File: config.mk
export PLATFORM = sky130hd
export DESIGN_NAME = fetch_stage_flat
export DESIGN_NICKNAME = d
export VERILOG_FILES = /design/src/rtl/fetch_stage_pkg.sv /design/src/rtl/fetch_stage_if.sv /design/src/rtl/fetch_stage_skid.sv /design/src/rtl/fetch_stage.sv /design/src/flat_wrapper.sv
export SDC_FILE = /design/constraint.sdc
export NUM_CORES = 1
export LEC_CHECK = 0
export CORE_ASPECT_RATIO = 0.75
export CORE_MARGIN = 1.5
export CORE_UTILIZATION = 30
export DETAILED_ROUTE_END_ITERATION = 7
export PLACE_DENSITY = 0.63
export RECOVER_POWER = 100
export SYNTH_ARGS = -nofsm -noshare
export SYNTH_HDL_FRONTEND = slang
export SYNTH_SLANG_ARGS = --single-unit
export TNS_END_PERCENT = 10
File: constraint.sdc
create_clock -name clk -period 3.8 [get_ports clk]
set_input_delay 0.38 -clock clk [delete_from_list [all_inputs] [get_ports clk]]
set_output_delay 0.38 -clock clk [all_outputs]
set_load 0.02 [all_outputs]
File: src/rtl/fetch_stage_pkg.sv
// Shared types and constants for the instruction-fetch stage.
package fetch_stage_pkg;

    // Canonical RISC-V NOP (addi x0, x0, 0) shown in IF/ID during bubbles.
    localparam logic [31:0] NOP_INSTR = 32'h0000_0013;

    // Source-register field positions in the instruction word.
    localparam int unsigned REG_W   = 5;
    localparam int unsigned RS1_LSB = 15;
    localparam int unsigned RS2_LSB = 20;

    typedef enum logic [1:0] {
        ST_IDLE,
        ST_REQ,
        ST_DROP
    } fetch_state_e;

endpackage

File: src/rtl/fetch_stage_if.sv
// Instruction-memory request/acknowledge bus.
interface fetch_stage_if #(
    parameter int unsigned PC_W = 32
);
    logic            ifetch_req;
    logic [PC_W-1:0] ifetch_addr;
    logic            ifetch_ack;
    logic [31:0]     ifetch_data;

    modport master (
        output ifetch_req,
        output ifetch_addr,
        input  ifetch_ack,
        input  ifetch_data
    );

    modport slave (
        input  ifetch_req,
        input  ifetch_addr,
        output ifetch_ack,
        output ifetch_data
    );
endinterface

File: src/rtl/fetch_stage_skid.sv
// One-entry skid buffer catching a fetched word while IF/ID is stalled.
module fetch_stage_skid
    import fetch_stage_pkg::*;
#(
    parameter int unsigned PC_W = 32
) (
    input  logic            clk,
    input  logic            rst_n,
    input  logic            load,
    input  logic            drain,
    input  logic [31:0]     data_in,
    input  logic [PC_W-1:0] pc_in,
    output logic            full,
    output logic [31:0]     data_out,
    output logic [PC_W-1:0] pc_out
);
    logic            full_d, full_q;
    logic [31:0]     data_d, data_q;
    logic [PC_W-1:0] pc_d, pc_q;

    // Next-state: load captures a word, drain (or flush) empties the entry.
    always_comb begin
        full_d = full_q;
        data_d = data_q;
        pc_d   = pc_q;
        if (load) begin
            full_d = 1'b1;
            data_d = data_in;
            pc_d   = pc_in;
        end else if (drain) begin
            full_d = 1'b0;
        end
    end

    // Entry registers.
    always_ff @(posedge clk or negedge rst_n) begin
        if (!rst_n) begin
            full_q <= 1'b0;
            data_q <= NOP_INSTR;
            pc_q   <= '0;
        end else begin
            full_q <= full_d;
            data_q <= data_d;
            pc_q   <= pc_d;
        end
    end

    assign full     = full_q;
    assign data_out = data_q;
    assign pc_out   = pc_q;
endmodule

File: src/rtl/fetch_stage.sv
// Instruction-fetch stage: PC, memory handshake FSM and IF/ID register.
module fetch_stage
    import fetch_stage_pkg::*;
#(
    parameter int unsigned     PC_W      = 32,
    parameter logic [PC_W-1:0] RESET_VEC = '0
) (
    input  logic              clk,
    input  logic              rst_n,
    input  logic              FETCH_stall,
    input  logic              redirect,
    input  logic [PC_W-1:0]   redirect_pc,
    fetch_stage_if.master     ifetch,
    output logic              FETCH_valid,
    output logic [31:0]       FETCH_instr,
    output logic [PC_W-1:0]   FETCH_pc,
    output logic [REG_W-1:0]  FETCH_rs1,
    output logic [REG_W-1:0]  FETCH_rs2
);
    fetch_state_e    state_d, state_q;
    logic [PC_W-1:0] pc_d, pc_q;
    logic            req_d, req_q;
    logic [PC_W-1:0] addr_d, addr_q;
    logic            valid_d, valid_q;
    logic [31:0]     instr_d, instr_q;
    logic [PC_W-1:0] fpc_d, fpc_q;

    logic            ack_ok;
    logic            skid_load, skid_drain, skid_full, skid_full_next;
    logic [31:0]     skid_data;
    logic [PC_W-1:0] skid_pc;

    fetch_stage_skid #(
        .PC_W (PC_W)
    ) u_skid (
        .clk      (clk),
        .rst_n    (rst_n),
        .load     (skid_load),
        .drain    (skid_drain),
        .data_in  (ifetch.ifetch_data),
        .pc_in    (pc_q),
        .full     (skid_full),
        .data_out (skid_data),
        .pc_out   (skid_pc)
    );

    // Next-state for FSM, pc, IF/ID and the registered request outputs.
    always_comb begin
        state_d    = state_q;
        pc_d       = pc_q;
        valid_d    = valid_q;
        instr_d    = instr_q;
        fpc_d      = fpc_q;
        skid_load  = 1'b0;
        skid_drain = 1'b0;
        ack_ok     = req_q && ifetch.ifetch_ack;

        case (state_q)
            ST_IDLE: state_d = ST_REQ;
            ST_REQ:  if (ack_ok && !redirect) pc_d = pc_q + PC_W'(4);
            ST_DROP: if (ack_ok) state_d = ST_REQ;
            default: state_d = ST_IDLE;
        endcase

        if (redirect) begin
            pc_d       = redirect_pc & ~PC_W'(3);
            valid_d    = 1'b0;
            instr_d    = NOP_INSTR;
            skid_drain = 1'b1;
            // A request still in flight must be waited out before refetching.
            state_d    = (req_q && !ifetch.ifetch_ack) ? ST_DROP : ST_REQ;
        end else if (skid_full && !FETCH_stall) begin
            valid_d    = 1'b1;
            instr_d    = skid_data;
            fpc_d      = skid_pc;
            skid_drain = 1'b1;
        end else if (state_q == ST_REQ && ack_ok) begin
            if (!FETCH_stall || !valid_q) begin
                valid_d = 1'b1;
                instr_d = ifetch.ifetch_data;
                fpc_d   = pc_q;
            end else begin
                skid_load = 1'b1;
            end
        end else if (!FETCH_stall) begin
            valid_d = 1'b0;
            instr_d = NOP_INSTR;
        end

        // Request outputs are registered, so derive them from next-cycle state.
        // A full skid can only arise on an ack, so req never drops mid-handshake.
        skid_full_next = skid_load || (skid_full && !skid_drain);
        req_d  = (state_d == ST_DROP) || (state_d == ST_REQ && !skid_full_next);
        addr_d = (state_d == ST_DROP) ? addr_q : pc_d;
    end

    // State registers.
    always_ff @(posedge clk or negedge rst_n) begin
        if (!rst_n) begin
            state_q <= ST_IDLE;
            pc_q    <= RESET_VEC;
            req_q   <= 1'b0;
            addr_q  <= RESET_VEC;
            valid_q <= 1'b0;
            instr_q <= NOP_INSTR;
            fpc_q   <= '0;
        end else begin
            state_q <= state_d;
            pc_q    <= pc_d;
            req_q   <= req_d;
            addr_q  <= addr_d;
            valid_q <= valid_d;
            instr_q <= instr_d;
            fpc_q   <= fpc_d;
        end
    end

    assign ifetch.ifetch_req  = req_q;
    assign ifetch.ifetch_addr = addr_q;
    assign FETCH_valid        = valid_q;
    assign FETCH_instr        = instr_q;
    assign FETCH_pc           = fpc_q;
    assign FETCH_rs1          = instr_q[RS1_LSB +: REG_W];
    assign FETCH_rs2          = instr_q[RS2_LSB +: REG_W];
endmodule

File: src/flat_wrapper.sv
// flat-port wrapper written by rule: the top's interface ports become plain ports
module fetch_stage_flat import fetch_stage_pkg::*;
#(
    parameter int unsigned     PC_W      = 32,
    parameter logic [PC_W-1:0] RESET_VEC = '0
)
  (clk, rst_n, FETCH_stall, redirect, redirect_pc, FETCH_valid, FETCH_instr, FETCH_pc, FETCH_rs1, FETCH_rs2, ifetch_ifetch_req, ifetch_ifetch_addr, ifetch_ifetch_ack, ifetch_ifetch_data);
  fetch_stage_if #(.PC_W(PC_W)) ifetch_i ();
  input  logic clk;
  input  logic rst_n;
  input  logic FETCH_stall;
  input  logic redirect;
  input  logic [PC_W-1:0] redirect_pc;
  output logic FETCH_valid;
  output logic [31:0] FETCH_instr;
  output logic [PC_W-1:0] FETCH_pc;
  output logic [REG_W-1:0] FETCH_rs1;
  output logic [REG_W-1:0] FETCH_rs2;
  output wire logic [$bits(ifetch_i.ifetch_req)-1:0] ifetch_ifetch_req;
  output wire logic [$bits(ifetch_i.ifetch_addr)-1:0] ifetch_ifetch_addr;
  input wire logic [$bits(ifetch_i.ifetch_ack)-1:0] ifetch_ifetch_ack;
  input wire logic [$bits(ifetch_i.ifetch_data)-1:0] ifetch_ifetch_data;
  assign ifetch_ifetch_req = ifetch_i.ifetch_req;
  assign ifetch_ifetch_addr = ifetch_i.ifetch_addr;
  assign ifetch_i.ifetch_ack = ifetch_ifetch_ack;
  assign ifetch_i.ifetch_data = ifetch_ifetch_data;
  fetch_stage #(.PC_W(PC_W), .RESET_VEC(RESET_VEC)) u_core (.clk(clk), .rst_n(rst_n), .FETCH_stall(FETCH_stall), .redirect(redirect), .redirect_pc(redirect_pc), .ifetch(ifetch_i), .FETCH_valid(FETCH_valid), .FETCH_instr(FETCH_instr), .FETCH_pc(FETCH_pc), .FETCH_rs1(FETCH_rs1), .FETCH_rs2(FETCH_rs2));
endmodule
After elaboration in Yosys (flattened, before gate mapping)
Index checks and enable logic that the tools add are counted.
{"block": "op_classes", "n_eq_ne": 6, "n_bitwise": 1, "add_sub_neg": 1, "muxes": 28, "reduce_logical": 22}
{"op": "32-bit 2-to-1 mux", "count": 11}
{"op": "32-bit by 3-bit adder with 32-bit output (second input constant)", "count": 1}
{"op": "1-bit 2-to-1 mux", "count": 13}
{"op": "1-bit logical AND", "count": 7}
{"op": "1-bit logical NOT", "count": 6}
{"op": "2-bit 2-to-1 mux", "count": 3}
{"op": "2-bit one-hot mux with 3 select lines", "count": 1}
{"op": "2-bit nonzero test", "count": 3}
{"op": "2-bit by 1-bit equality test with 1-bit output (second input constant)", "count": 2}
{"op": "2-bit equality test (second input constant)", "count": 2}
{"op": "4-bit by 1-bit inequality test with 1-bit output (second input constant)", "count": 1}
{"op": "4-bit by 3-bit inequality test with 1-bit output (second input constant)", "count": 1}
{"op": "1-bit logical OR", "count": 3}
{"op": "3-bit AND reduction", "count": 1}
{"op": "2-bit logical NOT", "count": 1}
{"op": "2-bit AND reduction", "count": 1}
{"op": "1-bit NOT", "count": 1}
{"block": "totals", "regBits": 197, "word_cells": 68, "in_bits": 69, "out_inout_bits": 108}

Longest topological paths before layout
{"block": "logic_depth", "ltp_word": 10, "depth_mapped": 8, "mapped_depth_nobuf": 6}

Cells and area by module
Synthesis repeated with hierarchy kept, for this count alone.
{"block": "unflattened", "hier_cells": 748, "hier_area_um2": 8862.2}
{"mod": "fetch_stage", "cells_each": 610, "n_inst": 1, "seq_area_each_um2": 3306.9, "area_per_inst_um2": 6243.5}
{"mod": "fetch_stage_skid", "cells_each": 138, "n_inst": 1, "seq_area_each_um2": 1630.3, "area_per_inst_um2": 2618.8}

Worst setup path before layout
Ideal clock, no wire load.
{"block": "synth_path", "path_type": "register to register", "start": "register u_core.req_q, in the netlist u_core.ifetch.ifetch_req", "end": "register u_core.addr_q[20], in the netlist u_core.ifetch.ifetch_addr[20]", "setup_slack_ns": 1.617, "setup_ns": 0.125, "required_time_ns": 3.675, "arrival_time_ns": 2.058, "path_stages_with_launch": 7, "n_path_buf": 1, "cell_sequence": "dfrtp_1 > nand4b_1 > buf_2 > nor4_1 > a21oi_1 > a211o_1 > mux2_2"}
{"block": "synth_between", "elab_chain_len": 5}
{"element": "start: declaration", "line": "fetch_stage.sv:22", "text": "logic req_d, req_q;"}
{"element": "start signal: assignment", "line": "fetch_stage.sv:110", "text": "req_q <= req_d;"}
{"element": "1-bit logical AND", "line": "fetch_stage.sv:56", "text": "ack_ok = req_q && ifetch.ifetch_ack;"}
{"element": "1-bit logical AND", "line": "fetch_stage.sv:60", "text": "ST_REQ: if (ack_ok && !redirect) pc_d = pc_q + PC_W'(4);"}
{"element": "32-bit 2-to-1 mux", "line": "fetch_stage.sv:60"}
{"element": "32-bit 2-to-1 mux", "line": "fetch_stage.sv:58", "text": "case (state_q)"}
{"element": "32-bit 2-to-1 mux", "line": "fetch_stage.sv:65", "text": "if (redirect) begin"}
{"element": "net u_core.pc_d[20]", "line": "fetch_stage.sv:21", "text": "logic [PC_W-1:0] pc_d, pc_q;"}
{"element": "end signal: assignment", "line": "fetch_stage.sv:111", "text": "addr_q <= addr_d;"}
{"element": "end: declaration", "line": "fetch_stage.sv:23", "text": "logic [PC_W-1:0] addr_d, addr_q;"}
The timed path passes the listed nets, and every way through them passes these cells.
A chain may end at the register's enable or synchronous reset.

Worst setup path in the final report
{"block": "layout_path", "start": "input port ifetch_ifetch_ack", "end": "register u_core.addr_q[31], in the netlist u_core.ifetch.ifetch_addr[31]"}
{"block": "layout_between", "elab_chain_len": 5}
{"element": "start: declaration", "line": "flat_wrapper.sv:21", "text": "input wire logic [$bits(ifetch_i.ifetch_ack)-1:0] ifetch_ifetch_ack;"}
{"element": "1-bit logical AND / 1-bit logical NOT (equally long branches)", "line": "fetch_stage.sv:56, fetch_stage.sv:71"}
{"element": "2-bit 2-to-1 mux (tied with other cells)", "line": "fetch_stage.sv:61", "text": "ST_DROP: if (ack_ok) state_d = ST_REQ;"}
{"element": "2-bit one-hot mux with 3 select lines (tied with other cells)", "line": "fetch_stage.sv:58"}
{"element": "2-bit 2-to-1 mux / 32-bit 2-to-1 mux (equally long branches)", "line": "fetch_stage.sv:65, fetch_stage.sv:58"}
{"element": "2-bit equality test / 32-bit 2-to-1 mux (equally long branches)", "line": "fetch_stage.sv:94, fetch_stage.sv:65"}
Parallel ways exist; a longest one is shown, timed or not.

==> results by group <==
Run status
  • Result of the run: finished with violations
  • Violated checks: capacitance limit, slew limit

Global route
  • Initial antenna violation count: 3
  • Vias in the first global route: 6444
  • First-pass GRT wire length: 37000 um
  • Remaining Overflow, GRT: 0
  • Largest net degree at the start of global routing: 102
  • GRT Overall Usage: 0.160

Routing
  • Detailed Route WL: 23700 um
  • Wire length per cell: 17.9 um
  • Routed Antenna Nets: 0
  • Via count: roughly 6.5k
  • DRC marker count from the first detailed-route iteration: 442
  • # DRC: 0
  • DR vias/cell: between 4 and 5
  • DR pass1 iterations: 5

Die
  • I/O Pins: roughly 180
  • Core box area: approximately 28000 um^2
  • Die Footprint: about 30000 um^2
  • Die width: 200 um
  • Row count: 53
  • Die Ht: 151 um
  • Initial Utilization: 0.309

CTS
  • CTS root buf: clkbuf_16
  • Clock tree buffer depth: 2
  • Post-CTS Setup Bufs: 0
  • TritonCTS Buffers: 17
  • CTS tree: built
  • H-tree level count: 4
  • Clk pin slew, worst setup/hold paths: 0.07 ns
  • CTS Sinks: around 200
  • CTS-repair resized insts: 0
  • Hold buffers post-CTS: 0
  • Clk Latency, worst-skew pair: 0.44 ns

Worst setup path
  • Crit path launch type: input port
  • Crit path max fanout: 7
  • CP max-delay cell: nor4_1
  • Critical Path RT: about 4.2 ns
  • Worst path bufs/invs: 2
  • Crit Path Category: input port to flip-flop
  • Most common cell on crit path: nand3_1
  • CP delay by family, top: simple AND/OR/NAND/NOR gates
  • Worst path arrival time: 3.53 ns
  • Critical Path Sink Type: flip-flop
  • Crit path largest cell delay: around 1 ns
  • CP Cell Sequence: dlygate4sd3_1 > nand4b_1 > clkbuf_1 > nor4_1 > nand3_1 > or4_1 > nand3_1

Logic synthesis
  • Synth Register Bits: 197
  • Mux contribution to synthesized area: 0.152
  • Syn. warnings: 0
  • Post-synth cell types: 49
  • Ys flop type: dfrtp_1
  • Largest family of logic cells by synthesized area: multiplexers
  • Net count after synthesis: 848
  • EDFF count, synth: 0
  • Post-Synth Adder-Cell Area: 0.00143
  • Synth Area in XOR/XNOR: 0.0271
  • Syn Inst Count: roughly 800
  • Cell area after synthesis: 8740 um^2
  • Synth Area in Compound Gates: 0.103
  • Syn Area/Cell: 11.2 um^2
  • Seq/Total Area, Yosys: 0.565
  • Simple-gate share of the synthesized area: 0.116
  • Ys async rst share: 1.00

Timing
  • Slew @ Worst Pin: 2.56 ns
  • Fin Clk Skew: between 0.008 and 0.009 ns
  • PnR worst setup slack: approximately 0.64 ns
  • Final Cycle Share: 0.831
  • RSZ-0062 raised after global routing: no
  • Max-slew violations: around 150
  • Crit path time final: 3.16 ns
  • Rel. slew slack: -0.708
  • Fmax: 317 MHz
  • Final TNS setup: 0 ns
  • Final Hold Vio Count: 0
  • Final setup fails: 0

Cells and area
  • Final net count: 994
  • Sequential cell area: 4940 um^2
  • Share of cells above drive strength 1: 0.155
  • Layout Utilization: 0.403
  • Most frequent cells in the layout: dfrtp_1, dlygate4sd3_1, mux2_2
  • Multi-input gate area: 3510 um^2
  • Commonest non-fill, non-tap cell in the layout: dfrtp_1
  • Filler Cells Inserted: about 2.8k
  • Area grow syn2layout: 30.5%

Power
  • LEAKAGE: 4.80 nW
  • Worst VDD drop: 0.307 mV
  • Pwr Density: 508 nW/um^2

Worst hold path
  • Hold Path Class: flip-flop to flip-flop

Job
  • Total of max-cap violations: 3

Place
  • Placed wire-length estimate: 16000 um
  • IO Port Bufs: 174
  • Dpl ws: 0.671 ns
  • GP Congestion: 0.840
sequential cells by signal, summed over array words and instances (netlist names):
name	flops
u_core.u_skid.pc_out	32
u_core.FETCH_pc	32
u_core.state_q	2
u_core.u_skid.full	1
u_core.u_skid.data_out	32
u_core.FETCH_instr	32
u_core.pc_q	32
u_core.FETCH_valid	1
u_core.ifetch.ifetch_addr	32
u_core.ifetch.ifetch_req	1
logic make-up (layout without fill, tap and decap cells):
kind of cell    after synthesis  after routing
mux                         122            122
fa+ha+maj                     1              1
buf+inv                      72            230
flops                       197            197
simple gates                212            212
other cells                   0              2
xor+xnor                     27             27
compound gates              147            147
cell type report:
type / count / area share
Tap cell: 385 / 0.0422
Antenna cell: 2 / 0.000439
Clock buffer: 20 / 0.0400
Multi-Input combinational cell: 509 / 0.308
Sequential cell: 197 / 0.433
Timing Repair Buffer: 193 / 0.164
Clock inverter: 11 / 0.0109
Inverter: 6 / 0.00197
cell usage after synthesis (2+ instances only):
| library cell | count | share of area |
|---|---|---|
| or3_1 | 4 | 0.0029 |
| buf_1 | 7 | 0.0030 |
| a31oi_1 | 3 | 0.0021 |
| or4_1 | 3 | 0.0026 |
| and2_1 | 2 | 0.0014 |
| nor2_1 | 88 | 0.038 |
| xor2_1 | 11 | 0.011 |
| o21ai_0 | 19 | 0.011 |
| a21oi_1 | 71 | 0.041 |
| a22oi_1 | 30 | 0.026 |
| xnor2_1 | 16 | 0.016 |
| buf_4 | 10 | 0.0086 |
| nand3_1 | 20 | 0.011 |
| a21o_1 | 2 | 0.0017 |
| mux2i_1 | 35 | 0.040 |
| and3_1 | 10 | 0.0072 |
| a211oi_1 | 2 | 0.0017 |
| o31ai_1 | 2 | 0.0017 |
| nor2b_1 | 5 | 0.0036 |
| inv_1 | 5 | 0.0021 |
| nor4_1 | 11 | 0.0079 |
| o21ai_1 | 2 | 0.0011 |
| o211ai_1 | 3 | 0.0026 |
| nand4_1 | 11 | 0.0079 |
| nor3_1 | 9 | 0.0052 |
| clkbuf_1 | 46 | 0.020 |
| nand2_1 | 37 | 0.016 |
| buf_2 | 2 | 0.0011 |
| a221o_1 | 9 | 0.010 |
| mux2_2 | 87 | 0.11 |
| dfrtp_1 | 191 | 0.55 |
| or2_2 | 3 | 0.0021 |
| dfstp_2 | 6 | 0.018 |
power breakdown:
| group | internal, mW | total, mW | switching (mW) |
|---|---|---|---|
| Clock | 1.01 | 1.83 | 0.822 |
| Sequential | 2.45 | 2.71 | 0.251 |
| Combinational | 0.592 | 1.26 | 0.668 |
| Total | 4.05 | 5.79 | 1.74 |
through the flow:
step	std cells	hold WS, ns	instance area [um^2]	power [mW]
2_1_floorplan	778	0.0844	8740	3.39
3_3_place_gp	1290	0.466	10900	4.07
3_5_place_dp	1290	0.458	10900	4.09
4_1_cts	1321	0.0740	11500	5.95
5_1_grt	1322	0.497	11400	6.09
6_report	1323	0.476	11400	5.79
metal layers:
metal  wire length (um)  share of wire  GRT usage
met1              11700           0.50      0.230
met2              10200           0.43      0.234
met3               1310          0.055     0.0404
met4                415          0.018     0.0508
met5                  0              0          0
worst reg2reg max path, cell delays in order, from the launching register on:
cell	delay, ns
dfrtp_1	0.40
nand4b_1	0.45
clkbuf_1	0.32
nor4_1	0.99
nand3_1	0.28
or4_1	0.46
nand3_1	0.10
path summary, 6_finish.rpt:
kind                                                          start                                         to  slack [ns]  cells after the start
hold reg to reg            u_core.ifetch.ifetch_addr[3]$_DFFE_PN0P_   u_core.ifetch.ifetch_addr[3]$_DFFE_PN0P_        0.48                      2
max in group asynchronous                                     rst_n          u_core.FETCH_instr[7]$_DFFE_PN0P_        1.22                      2
min in group asynchronous                                     rst_n             u_core.FETCH_pc[4]$_DFFE_PN0P_        0.75                      1
setup reg to reg                        u_core.state_q[1]$_DFF_PN0_  u_core.ifetch.ifetch_addr[31]$_DFFE_PN0P_        0.75                      6
hold / removal             u_core.ifetch.ifetch_addr[3]$_DFFE_PN0P_   u_core.ifetch.ifetch_addr[3]$_DFFE_PN0P_        0.48                      2
setup / recovery                                  ifetch_ifetch_ack  u_core.ifetch.ifetch_addr[31]$_DFFE_PN0P_        0.64                      7
No activity file was read; power rests on OpenSTA's default activity.
